## src/rtl/am_mod_core.sv

```systemverilog
// AM modulator core: NCO carrier (phase accumulator + sine ROM) multiplied with a
// normalised offset-binary ADC stream through a 3-stage valid-tagged pipeline.
module am_mod_core #(
  parameter int DATA_W = 12,
  parameter int CAR_W = 8,
  parameter int PHASE_W = 32,
  parameter int LUT_AW = 8,
  parameter logic [PHASE_W-1:0] INC_DEFAULT = 32'h0100_0000,
  localparam int OUT_W = DATA_W + CAR_W
) (
  input  logic                    CLK,
  input  logic                    RST,
  input  logic                    en,
  input  logic                    in_valid,
  input  logic [DATA_W-1:0]       in_data,
  input  logic [1:0]              mode,
  input  logic [7:0]              depth,
  input  logic                    inc_wr,
  input  logic [PHASE_W-1:0]      phase_inc,
  input  logic                    phase_rst,
  input  logic [PHASE_W-1:0]      phase_off,
  output logic                    out_valid,
  output logic signed [OUT_W-1:0] out_data,
  output logic signed [CAR_W-1:0] car_out
);

  localparam int LUT_N = 1 << LUT_AW;
  localparam int XS_W = DATA_W + 1;
  localparam int E_W = DATA_W + 2;
  localparam int P_W = E_W + CAR_W;
  localparam logic signed [E_W-1:0] MID = E_W'(1 << (DATA_W - 1));

  // round((2^(CAR_W-1)-1) * sin(2*pi*k/2^LUT_AW)) via quarter-wave folding and a Q28 Taylor series
  function automatic logic signed [CAR_W-1:0] sine_entry(input int k);
    longint pi_q, x, x2, term, s, mag;
    int n, q, r, kf;
    pi_q = 64'sd843314857;
    n = 1 << LUT_AW;
    q = k >> (LUT_AW - 2);
    r = k % (n / 4);
    kf = q[0] ? (n / 4 - r) : r;
    x = (pi_q * 2 * longint'(kf)) / longint'(n);
    x2 = (x * x) >>> 28;
    s = x;
    term = x;
    for (int i = 1; i <= 7; i++) begin
      term = -((term * x2) >>> 28) / longint'((2 * i) * (2 * i + 1));
      s = s + term;
    end
    mag = (s * longint'((1 << (CAR_W - 1)) - 1) + (64'sd1 <<< 27)) >>> 28;
    return q[1] ? -CAR_W'(mag) : CAR_W'(mag);
  endfunction

  logic signed [CAR_W-1:0] sine_rom [LUT_N];

  for (genvar g = 0; g < LUT_N; g++) begin : g_rom
    assign sine_rom[g] = sine_entry(g);
  end

  logic [PHASE_W-1:0] acc, inc;

  always_ff @(posedge CLK) begin
    if (RST) begin
      acc <= '0;
      inc <= INC_DEFAULT;
    end else begin
      if (phase_rst) acc <= phase_off;
      else if (en) acc <= acc + inc;
      if (inc_wr) inc <= phase_inc;
    end
  end

  logic                    v1;
  logic signed [XS_W-1:0]  xs1;
  logic [1:0]              mode1;
  logic [7:0]              depth1;
  logic [LUT_AW-1:0]       k1;

  // Offset-binary to two's complement is an MSB flip plus sign extension
  always_ff @(posedge CLK) begin
    if (RST) begin
      v1 <= 1'b0;
      xs1 <= '0;
      mode1 <= '0;
      depth1 <= '0;
      k1 <= '0;
    end else begin
      v1 <= in_valid;
      if (in_valid) begin
        xs1 <= {~in_data[DATA_W-1], ~in_data[DATA_W-1], in_data[DATA_W-2:0]};
        mode1 <= mode;
        depth1 <= depth;
        k1 <= acc[PHASE_W-1 -: LUT_AW];
      end
    end
  end

  logic signed [XS_W+8:0] scaled;
  logic signed [E_W-1:0]  env;

  always_comb begin
    scaled = xs1 * $signed({1'b0, depth1});
    env = MID;
    case (mode1)
      2'b00, 2'b11: env = E_W'(xs1);
      2'b01:        env = MID + E_W'(scaled >>> 8);
      default:      env = MID;
    endcase
  end

  logic                    v2, bypass2;
  logic signed [E_W-1:0]   e2;
  logic signed [CAR_W-1:0] c2;

  always_ff @(posedge CLK) begin
    if (RST) begin
      v2 <= 1'b0;
      e2 <= '0;
      c2 <= '0;
      bypass2 <= 1'b0;
    end else begin
      v2 <= v1;
      if (v1) begin
        e2 <= env;
        c2 <= sine_rom[k1];
        bypass2 <= (mode1 == 2'b11);
      end
    end
  end

  logic signed [CAR_W-1:0] car_eff;
  logic signed [P_W-1:0]   prod;

  always_comb begin
    car_eff = bypass2 ? CAR_W'(1) : c2;
    prod = e2 * car_eff;
  end

  always_ff @(posedge CLK) begin
    if (RST) begin
      out_valid <= 1'b0;
      out_data <= '0;
    end else begin
      out_valid <= v2;
      if (v2) out_data <= OUT_W'(prod);
    end
  end

  // Monitor tap mirrors the sample path's two-register ROM pipeline
  logic [LUT_AW-1:0] car_addr;

  always_ff @(posedge CLK) begin
    if (RST) begin
      car_addr <= '0;
      car_out <= '0;
    end else begin
      car_addr <= acc[PHASE_W-1 -: LUT_AW];
      car_out <= sine_rom[car_addr];
    end
  end

endmodule
```

## config.mk

```make
export PLATFORM = sky130hd
export DESIGN_NAME = am_mod_core
export DESIGN_NICKNAME = d
export VERILOG_FILES = /design/src/rtl/am_mod_core.sv
export SDC_FILE = /design/constraint.sdc
export NUM_CORES = 1
export LEC_CHECK = 0
export ABC_AREA = 0
export ABC_CLOCK_PERIOD_IN_PS = 10950
export BUFFER_PORTS_ARGS = -buffer_cell sky130_fd_sc_hd__buf_2
export CAP_MARGIN = 40
export CORE_MARGIN = 2
export CORE_UTILIZATION = 40
export DETAILED_ROUTE_END_ITERATION = 8
export GPL_ROUTABILITY_DRIVEN = 0
export PLACE_DENSITY = 0.6
export SLEW_MARGIN = 40
export SYNTH_ARGS = -nofsm -noshare
export SYNTH_HDL_FRONTEND = slang
export SYNTH_SLANG_ARGS = --single-unit
```

## constraint.sdc

```tcl
create_clock -name CLK -period 10.95 [get_ports CLK]
set_input_delay 0.5475 -clock CLK [delete_from_list [all_inputs] [get_ports CLK]]
set_output_delay 0.5475 -clock CLK [all_outputs]
set_load 0.03 [all_outputs]
```

# [Yosys cells after proc, flatten, opt, wreduce, memory -nomap -nowiden]
# Memories as Yosys holds them, arrays and structs flattened. A register that Yosys moved wholly into a read port is not among the register bits.
# Index checks and enable logic that the tools add are counted.
[totals] word_cells=31 output_inout_bits=29 n_memories=2 register_bits=140 inputBits=92 romBits=4096
[mem_list] name="(no name shown)" depth=256 word_bits=8 rd=1 rd_clocked_by_memory_dff=1 wr=0 line_no="158" text="car_out <= sine_rom[car_addr];"
[mem_list] name="(no name shown)" depth=256 word_bits=8 rd=1 rd_clocked_by_memory_dff=1 wr=0 line_no="125" text="c2 <= sine_rom[k1];"
[classes] n_eq_ne=2 bitwise_logic=3 mul=2 add_sub_neg=2 reduce_logical=3 mux=4
[op_table] op="$mux 32" n=2
[op_table] op="$add 32x32->32" n=1
[op_table] op="$pmux 14 s2" n=1
[op_table] op="$mul 12x9->21" n=1
[op_table] op="$mul 14x8->20" n=1
[op_table] op="$not 8->9" n=2
[op_table] op="$add 13x13->14 const A" n=1
[op_table] op="$mux 8" n=1
[op_table] op="$eq 2x1->1 const B" n=1
[op_table] op="$eq 2x2->1 const B" n=1
[op_table] op="$logic_not 2->1" n=1
[op_table] op="$reduce_bool 2->1" n=1
[op_table] op="$reduce_or 2->1" n=1
[op_table] op="$not 1->1" n=1

# [Logic depth before layout (Yosys ltp)]
# Gate-level depths: netlist of run 1.
[depth] ltp_word=3 mapped_depth=25 depth_no_buf=24

# [Worst setup path before layout of run 1]
# No wires, ideal clock.
[synth_path] path_kind="flip-flop to flip-flop" start="reg depth1[0]" end="reg e2[12]" n_path_buf=1 stages_incl_launch_ff=22 synth_period_minus_slack_ps=5454 setup_slack_ps=5496 required_time_ps=10885 setup_time_ps=65 arrival_time_ps=5389 cell_sequence="dfxtp_1 clkbuf_1 nand2_1 fa_1 fa_1 inv_1 fa_1 inv_1 fa_1 inv_1 ha_1 or4_1 or4_1 o221ai_1 nor2b_1 o22ai_1 o21ba_2 xnor2_1 ha_1 o21ai_0 a22oi_1 nor2_1"
[synth_via] elab_chain_cells=3
[synth_lines] element="start, declared" line_no="76" text="logic [7:0] depth1;"
[synth_lines] element="start signal, assigned" line_no="92" text="depth1 <= depth;"
[synth_lines] element="$mul 12x9->21" line_no="102" text="scaled = xs1 * $signed({1'b0, depth1});"
[synth_lines] element="$add 13x13->14" line_no="106" text="2'b01: env = MID + E_W'(scaled >>> 8);"
[synth_lines] element="$pmux 14 s2" line_no="104" text="case (mode1)"
[synth_lines] element="end signal, assigned" line_no="124" text="e2 <= env;"
[synth_lines] element="end, declared" line_no="112" text="logic signed [E_W-1:0] e2;"
# Every way passes these cells.
# A chain may end at the register's enable or synchronous reset.

# [Worst setup path in the final report of run 1]
# Ends and elaborated chain as after synthesis.

==> impl_metrics.tcl, run 1 <==
set metrics [dict create \
    run_status "finished, final reports clean" \
    fin_tns_setup_ns 0 \
    rr_endpoint "e2[12]" \
    placed_area_mm2 0.0191 \
    grtUsageTotal 0.214 \
    design_area_mm2 0.0198 \
    path_class "flip-flop to flip-flop" \
    met3_length_mm 2.69 \
    reg2regPathDepth 20 \
    synth.most_common_cell "inv_1" \
    clk_latency_ns 0.49 \
    io_pins 121 \
    drtPass1Iterations 5 \
    crit_required_ns 11.37 \
    drt-total-wl_mm 48.5 \
    io_buffers 120 \
    cp_max_fo 12 \
    crit_end "e2[12]" \
    tightest_slew_ns 0.832 \
    hpwl_mm 35.5 \
    report.final.setup_viol 0 \
    pwr-share-comb 0.277 \
    clock_path_buffers 2 \
    avgSynthCellArea_um2 7.88 \
    via_per_inst 5.50 \
    power_frac_clock 0.365 \
    routed.top_layer "met4" \
    finalCriticalPeriod_ns 5.85 \
    max_clock_freq_mhz 171 \
    yosys_warnings 0 \
    p_int_mw 1.17 \
    die_area_mm2 0.0473 \
    grt_pass1_wl_mm 81.6 \
    reg2reg_from "depth1[0]" \
    grt_overflow 0 \
    layout_setup_ws_ns 5.10 \
    fp.dieW_um 218 \
    synthFlopType "dfxtp_1" \
    ir_drop_mv 0.121 \
    synth_top_cell_by_area "fa_1" \
    r2r_slack_ns 5.10 \
    rsz0062_at_grt "false" \
    drt_iter0_markers 1305 \
    slew_headroom 0.445 \
    synth.distinct_cells 82 \
    grt_max_degree 74 \
    drc_errors 0 \
    drt-met1-wl_mm 21.3 \
    syn-cell-area_mm2 0.0182 \
    timing.hold.ws_ns 0.250 \
    fin_crit_sh 0.534 \
    ys_ff_latch 156 \
    htree_levels 4 \
    cp-start-kind "flip-flop" \
    start_util 0.404 \
    arrival_ns 6.27 \
    antenna_found_initial 2 \
    cts_buffers 17 \
    p_sw_mw 0.632 \
    async_reset_ff_frac 0 \
    met2_wirelength_mm 22.8 \
    dp_cells 2892 \
    area_delta_synth_final_pct 8.43 \
    drive_gt1_frac 0.0955 \
    cts_hold_buf 0 \
    syn_inst 2314 \
    p_leak_nw 9.22 \
    post-route-util 0.438 \
    skew_ns 0.0160 \
    synthesis.nets 2703 \
    cts-resized-gates 0 \
    ys_seq_area_frac 0.171 \
    instances_no_fill 2925 \
    synth_top_cell_area_share 0.178 \
    synth_common_cells "267 x inv_1, 234 x nor2_1, 206 x nand2_1" \
    fp.dieH_um 218 \
    hold_class "primary input to flip-flop" \
    power_density_mw_per_mm2 91.0 \
    grt_pass1_vias 16200 \
    preCtsSetupSlack_ns 5.16 \
    end_kind "flip-flop" \
    antenna_left 0 \
    vias 16100 \
    tritoncts "built" \
    wl_per_cell_um 16.6 \
    cts.sink_count 156 \
    cts_setup_buffers 0 \
    switching_share 0.351 \
    cts_root_buf "clkbuf_16" \
    cp-startpoint "depth1[0]" \
    synth-edff-count 0 \
    fp-row-count 78 \
    power_mw 1.80 \
    synth.area.top_cells "fa_1 18%, dfxtp_1 17%, ha_1 9.3%" \
    drv_slew 0 \
    clk_pin_slew_ns 0.07 \
    hold_viol_final 0 \
    nets 2700 \
    cap_violations 0 \
    fill_cells 4540 \
    pwr-share-seq 0.357 \
    core_mm2 0.0452 \
]
==> area by class of cell <==
| type | instances | area, um^2 | area share |
|---|---|---|---|
| multi-input combinational | 1729 | 13500 | 0.682 |
| sequential | 156 | 3130 | 0.158 |
| inverter | 272 | 1020 | 0.0516 |
| tap | 600 | 751 | 0.0380 |
| timing repair buffer | 135 | 748 | 0.0378 |
| clock buffer | 17 | 425 | 0.0215 |
| clock inverter | 15 | 209 | 0.0106 |
| antenna | 1 | 2.50 | 0.000127 |
==> cell families after synthesis <==
logic type | Yosys count | share of synthesized area
fa+ha+maj | 297 | 0.270
simple gates | 731 | 0.189
buf+inv | 429 | 0.0902
mux | 103 | 0.0600
compound gates | 536 | 0.189
xor+xnor | 62 | 0.0298
flops | 156 | 0.171
==> state kept, by name (all words and copies together) (netlist names), 8 cells and up <==
name      flops
car_out       8
out_data     20
xs1          12
c2            8
inc          32
k1            8
car_addr      8
acc          32
depth1        8
e2           14
==> routing by layer <==
layer  vias to the layer above  global-route usage
met2                       478               0.355
met3                       111              0.0414
li1                       7772                   -
met4                         0              0.0947
met5                         -                   0
met1                      7715               0.269
==> critical path, cell delays in order (launching register included) <==
cell and delay [ns]:
dfxtp_1 0.59, nand2_1 0.21, fa_1 0.65, fa_1 0.53, inv_1 0.05, fa_1 0.52
inv_1 0.05, fa_1 0.47, inv_1 0.04, ha_1 0.21, or4_1 0.54, or4_1 0.42
o221ai_1 0.28, nor2b_1 0.11, o22ai_1 0.23, o21ba_2 0.17, xnor2_1 0.11, ha_1 0.25
o21ai_0 0.17, a22oi_1 0.09, nor2_1 0.11
==> how the worst min path moves through the flow <==
stage / depth (start not counted) / from / slack (ns) / end
final: 2 / in_data[11] / 0.25 / xs1[11]
after global routing: 2 / in_data[11] / 0.23 / xs1[11]
after CTS: 2 / in_data[11] / 0.21 / xs1[11]
after detailed placement: 2 / c2[7] / 0.47 / c2[7]
after global placement: 2 / c2[4] / 0.46 / c2[4]
after floorplan: 2 / c2[4] / 0.44 / c2[4]
==> placed cells by master (no fill, tap or decap), types with 15 or more instances in the layout <==
cell type	count
a211oi_1	32
a21o_1	15
a21oi_1	152
a221oi_1	17
and2_1	103
and3_1	17
buf_2	117
buf_4	16
clkbuf_16	17
dfxtp_1	150
fa_1	162
ha_1	135
inv_1	267
mux2i_1	97
nand2_1	206
nand3_1	26
nor2_1	233
nor2b_1	45
nor3_1	31
o211ai_1	24
o21ai_0	127
o22ai_1	25
xnor2_1	37
xor2_1	25
==> power groups by stage <==
stage,clock network (mW),logic [mW],registers (mW)
2_1_floorplan,0,0.384,0.637
3_3_place_gp,0,0.485,0.654
3_5_place_dp,0,0.494,0.655
4_1_cts,0.678,0.496,0.642
5_1_grt,0.699,0.562,0.648
6_report,0.657,0.499,0.643
Note: power is estimated with default switching activity, not from simulation.
==> run 2, diff against run 1 <==
- ABC_AREA: 0 -> 1
- ABC_CLOCK_PERIOD_IN_PS: 10950 -> 5900
- clock period: 10.95 -> 5.9 ns (I/O delays scaled with it)
==> run 2 against run 1 <==
Compared with the run above: power is 90% higher; synthesized cell count rose by 19%; first-iteration DRC count grew 23%; register-to-register slack got worse by 4.4 ns; count of clock-buffer cells in the layout is 2 higher; highest routed layer unchanged; flip-flop and latch count stayed put; setup slack got worse by 4.4 ns; clock skew down 0.0031 ns; via count increased by 15%; final cell count grew 17%; die area is 0.90% higher.
==> impl_metrics.tcl, run 2 <==
set metrics [dict create \
    run_status "finished, final reports clean" \
    synth.distinct_cells 59 \
    yosys_warnings 0 \
    fin_crit_sh 0.885 \
    instances_no_fill 3431 \
    met3_length_mm 4.01 \
    synthesis.nets 3142 \
    grt_pass1_wl_mm 90.4 \
    final_common_cell "nand2_1" \
    cp_top_family "adder cells" \
    finalCriticalPeriod_ns 5.22 \
    n_antenna_cell 0 \
    arrival_ns 5.63 \
    fp.dieW_um 218 \
    clk_latency_ns 0.49 \
    met2_wirelength_mm 24.6 \
    antenna_left 0 \
    power_mw 3.42 \
    skew_ns 0.0130 \
    p_leak_nw 10.3 \
    vias 18400 \
    reg2regPathDepth 21 \
    cts_setup_buffers 0 \
    htree_levels 4 \
    cts-resized-gates 0 \
    cts.sink_count 156 \
    fp-row-count 78 \
    wl_per_cell_um 16.0 \
    die_area_mm2 0.0477 \
    cts_buffers 17 \
    whs_endpoint "inc[7]" \
    tightest_slew_ns 0.827 \
    synth.area.top_cells "fa_1 18%, dfxtp_1 17%, nand2_1 12%" \
    synth_top_cell_area_share 0.176 \
    grt_overflow 0 \
    drt-total-wl_mm 55.1 \
    p_sw_mw 1.32 \
    synth.most_common_cell "nand2_1" \
    min_path_cells 3 \
    slew_headroom 0.447 \
    io_pins 121 \
    synth-edff-count 0 \
    cts_hold_buf 20 \
    crit_required_ns 6.30 \
    crit_chain "nand2_1 > fa_1 > fa_1 > inv_1 > fa_1 > inv_1 > fa_1 > inv_1 > ha_1 > nand2_1 > nor4_1 > nand2_1 > nand2_1 > nand2_1 > nand2_1 > nand2_1 > and2_1 > ha_1 > o21ai_0 > nand2_1 > a21oi_1" \
    avgSynthCellArea_um2 6.68 \
    rsz0062_at_grt "false" \
    power_density_mw_per_mm2 170 \
    reg2reg_from "depth1[0]" \
    max_clock_freq_mhz 191 \
    hp-start "phase_inc[7]" \
    drtPass1Iterations 6 \
    drive_gt1_frac 0.0784 \
    reg_top3 "acc (32), inc (32), out_data (20)" \
    timing.hold.ws_ns 0.0387 \
    core_mm2 0.0454 \
    post-route-util 0.443 \
    rr_endpoint "e2[12]" \
    synthFlopType "dfxtp_1" \
    preCtsSetupSlack_ns 0.771 \
    ys_seq_area_frac 0.170 \
    pwr-share-seq 0.356 \
    area_delta_synth_final_pct 9.26 \
    dp_cells 3379 \
    final_cell_mix "591 x nand2_1, 461 x inv_1, 348 x nor2_1, 192 x a21oi_1, 192 x o21ai_0" \
    design_area_mm2 0.0201 \
    grt_pass1_vias 18000 \
    routed.top_layer "met4" \
    cap_violations 0 \
    p_int_mw 2.09 \
    hpwl_mm 42.5 \
    hold_class "primary input to flip-flop" \
    report.final.setup_viol 0 \
    syn-cell-area_mm2 0.0184 \
    drv_slew 0 \
    switching_share 0.388 \
    path_class "flip-flop to flip-flop" \
    cts_root_buf "clkbuf_16" \
    slowest_delay_ns 0.64 \
    placed_area_mm2 0.0193 \
    r2r_slack_ns 0.68 \
    pwr-share-comb 0.321 \
    layout_setup_ws_ns 0.678 \
    ys_ff_latch 156 \
    ir_drop_mv 0.210 \
    syn_inst 2753 \
    fin_tns_setup_ns 0 \
    grtUsageTotal 0.237 \
    synth_top_cell_by_area "fa_1" \
    drt_iter0_markers 1600 \
    clk_pin_slew_ns 0.07 \
    crit_top_cell "nand2_1" \
    start_util 0.405 \
    drc_errors 0 \
    fill_cells 4806 \
    grt_max_degree 74 \
    end_kind "flip-flop" \
    synth_common_cells "591 x nand2_1, 463 x inv_1, 349 x nor2_1" \
    drt-met1-wl_mm 24.4 \
    cp_max_fo 12 \
    fp.dieH_um 218 \
    cp-start-kind "flip-flop" \
    async_reset_ff_frac 0 \
    critPathBufInv 3 \
    via_per_inst 5.37 \
    antenna_found_initial 0 \
    nets 3207 \
    hold_viol_final 0 \
    power_frac_clock 0.322 \
    clock_path_buffers 2 \
    tritoncts "built" \
    cpMaxStageDelayCell "fa_1" \
    io_buffers 120 \
]
## run 2: cell count changes after synthesis, sizes merged, moves of 19 or more
| cell | before | now |
|---|---|---|
| nand2 | 207 | 603 |
| inv | 267 | 475 |
| nor2b | 51 | 0 |
| nor3 | 31 | 12 |
| mux2i | 97 | 0 |
| nor2 | 234 | 364 |
| a21oi | 152 | 194 |
| xnor2 | 37 | 17 |
| clkbuf | 124 | 59 |
| nand3 | 26 | 136 |
| and2 | 103 | 3 |
| a211oi | 33 | 1 |
| o21ai | 127 | 209 |
## run 2: cell families after synthesis
| group | Yosys count | share of synthesized area |
|---|---|---|
| and+or+nand+nor | 1162 | 0.262 |
| buffers and inverters | 583 | 0.125 |
| AOI/OAI and AO/OA | 525 | 0.160 |
| adders and majority gates | 297 | 0.268 |
| DFF | 156 | 0.170 |
| xor gates and xnor gates | 30 | 0.0157 |
## run 2: metal layers
| layer | track usage | vias to the layer above |
|---|---|---|
| met3 | 0.0406 | 146 |
| li1 | - | 8864 |
| met5 | 0 | - |
| met2 | 0.382 | 824 |
| met4 | 0.101 | 0 |
| met1 | 0.312 | 8583 |
## run 2: power by group through the flow
stage | combinational (mW) | clock (mW) | sequential, mW
final | 1.10 | 1.10 | 1.22
after global routing | 1.24 | 1.17 | 1.23
after CTS | 1.08 | 1.14 | 1.22
after detailed placement | 1.07 | 0 | 1.24
after global placement | 1.06 | 0 | 1.24
after floorplan | 0.805 | 0 | 1.20
## run 2: cell type report
| class | instances | area, um^2 | share of cell area |
|---|---|---|---|
| clock buffer | 19 | 433 | 0.0215 |
| clock inverter | 13 | 133 | 0.00660 |
| inverter | 479 | 1800 | 0.0896 |
| multi-input combinational | 2014 | 13000 | 0.646 |
| sequential | 156 | 3130 | 0.155 |
| tap | 600 | 751 | 0.0373 |
| timing repair buffer | 150 | 876 | 0.0436 |
## run 2: how the worst max path moves through the flow
stage / from / endpoint / slack, ns / cells after the start
finish: depth1[0] / e2[12] / 0.68 / 21
global route: depth1[0] / e2[12] / 0.27 / 21
CTS: depth1[0] / e2[12] / 0.73 / 21
detailed placement: depth1[0] / e2[12] / 0.77 / 21
global placement: depth1[0] / e2[12] / 0.89 / 21
floorplan: depth1[0] / e2[12] / 1.14 / 22
## run 2: worst min-delay path, delay by kind of cell
family | cells | cell delay (ns)
buf+inv | 1 | 0.07
simple gates | 2 | 0.11
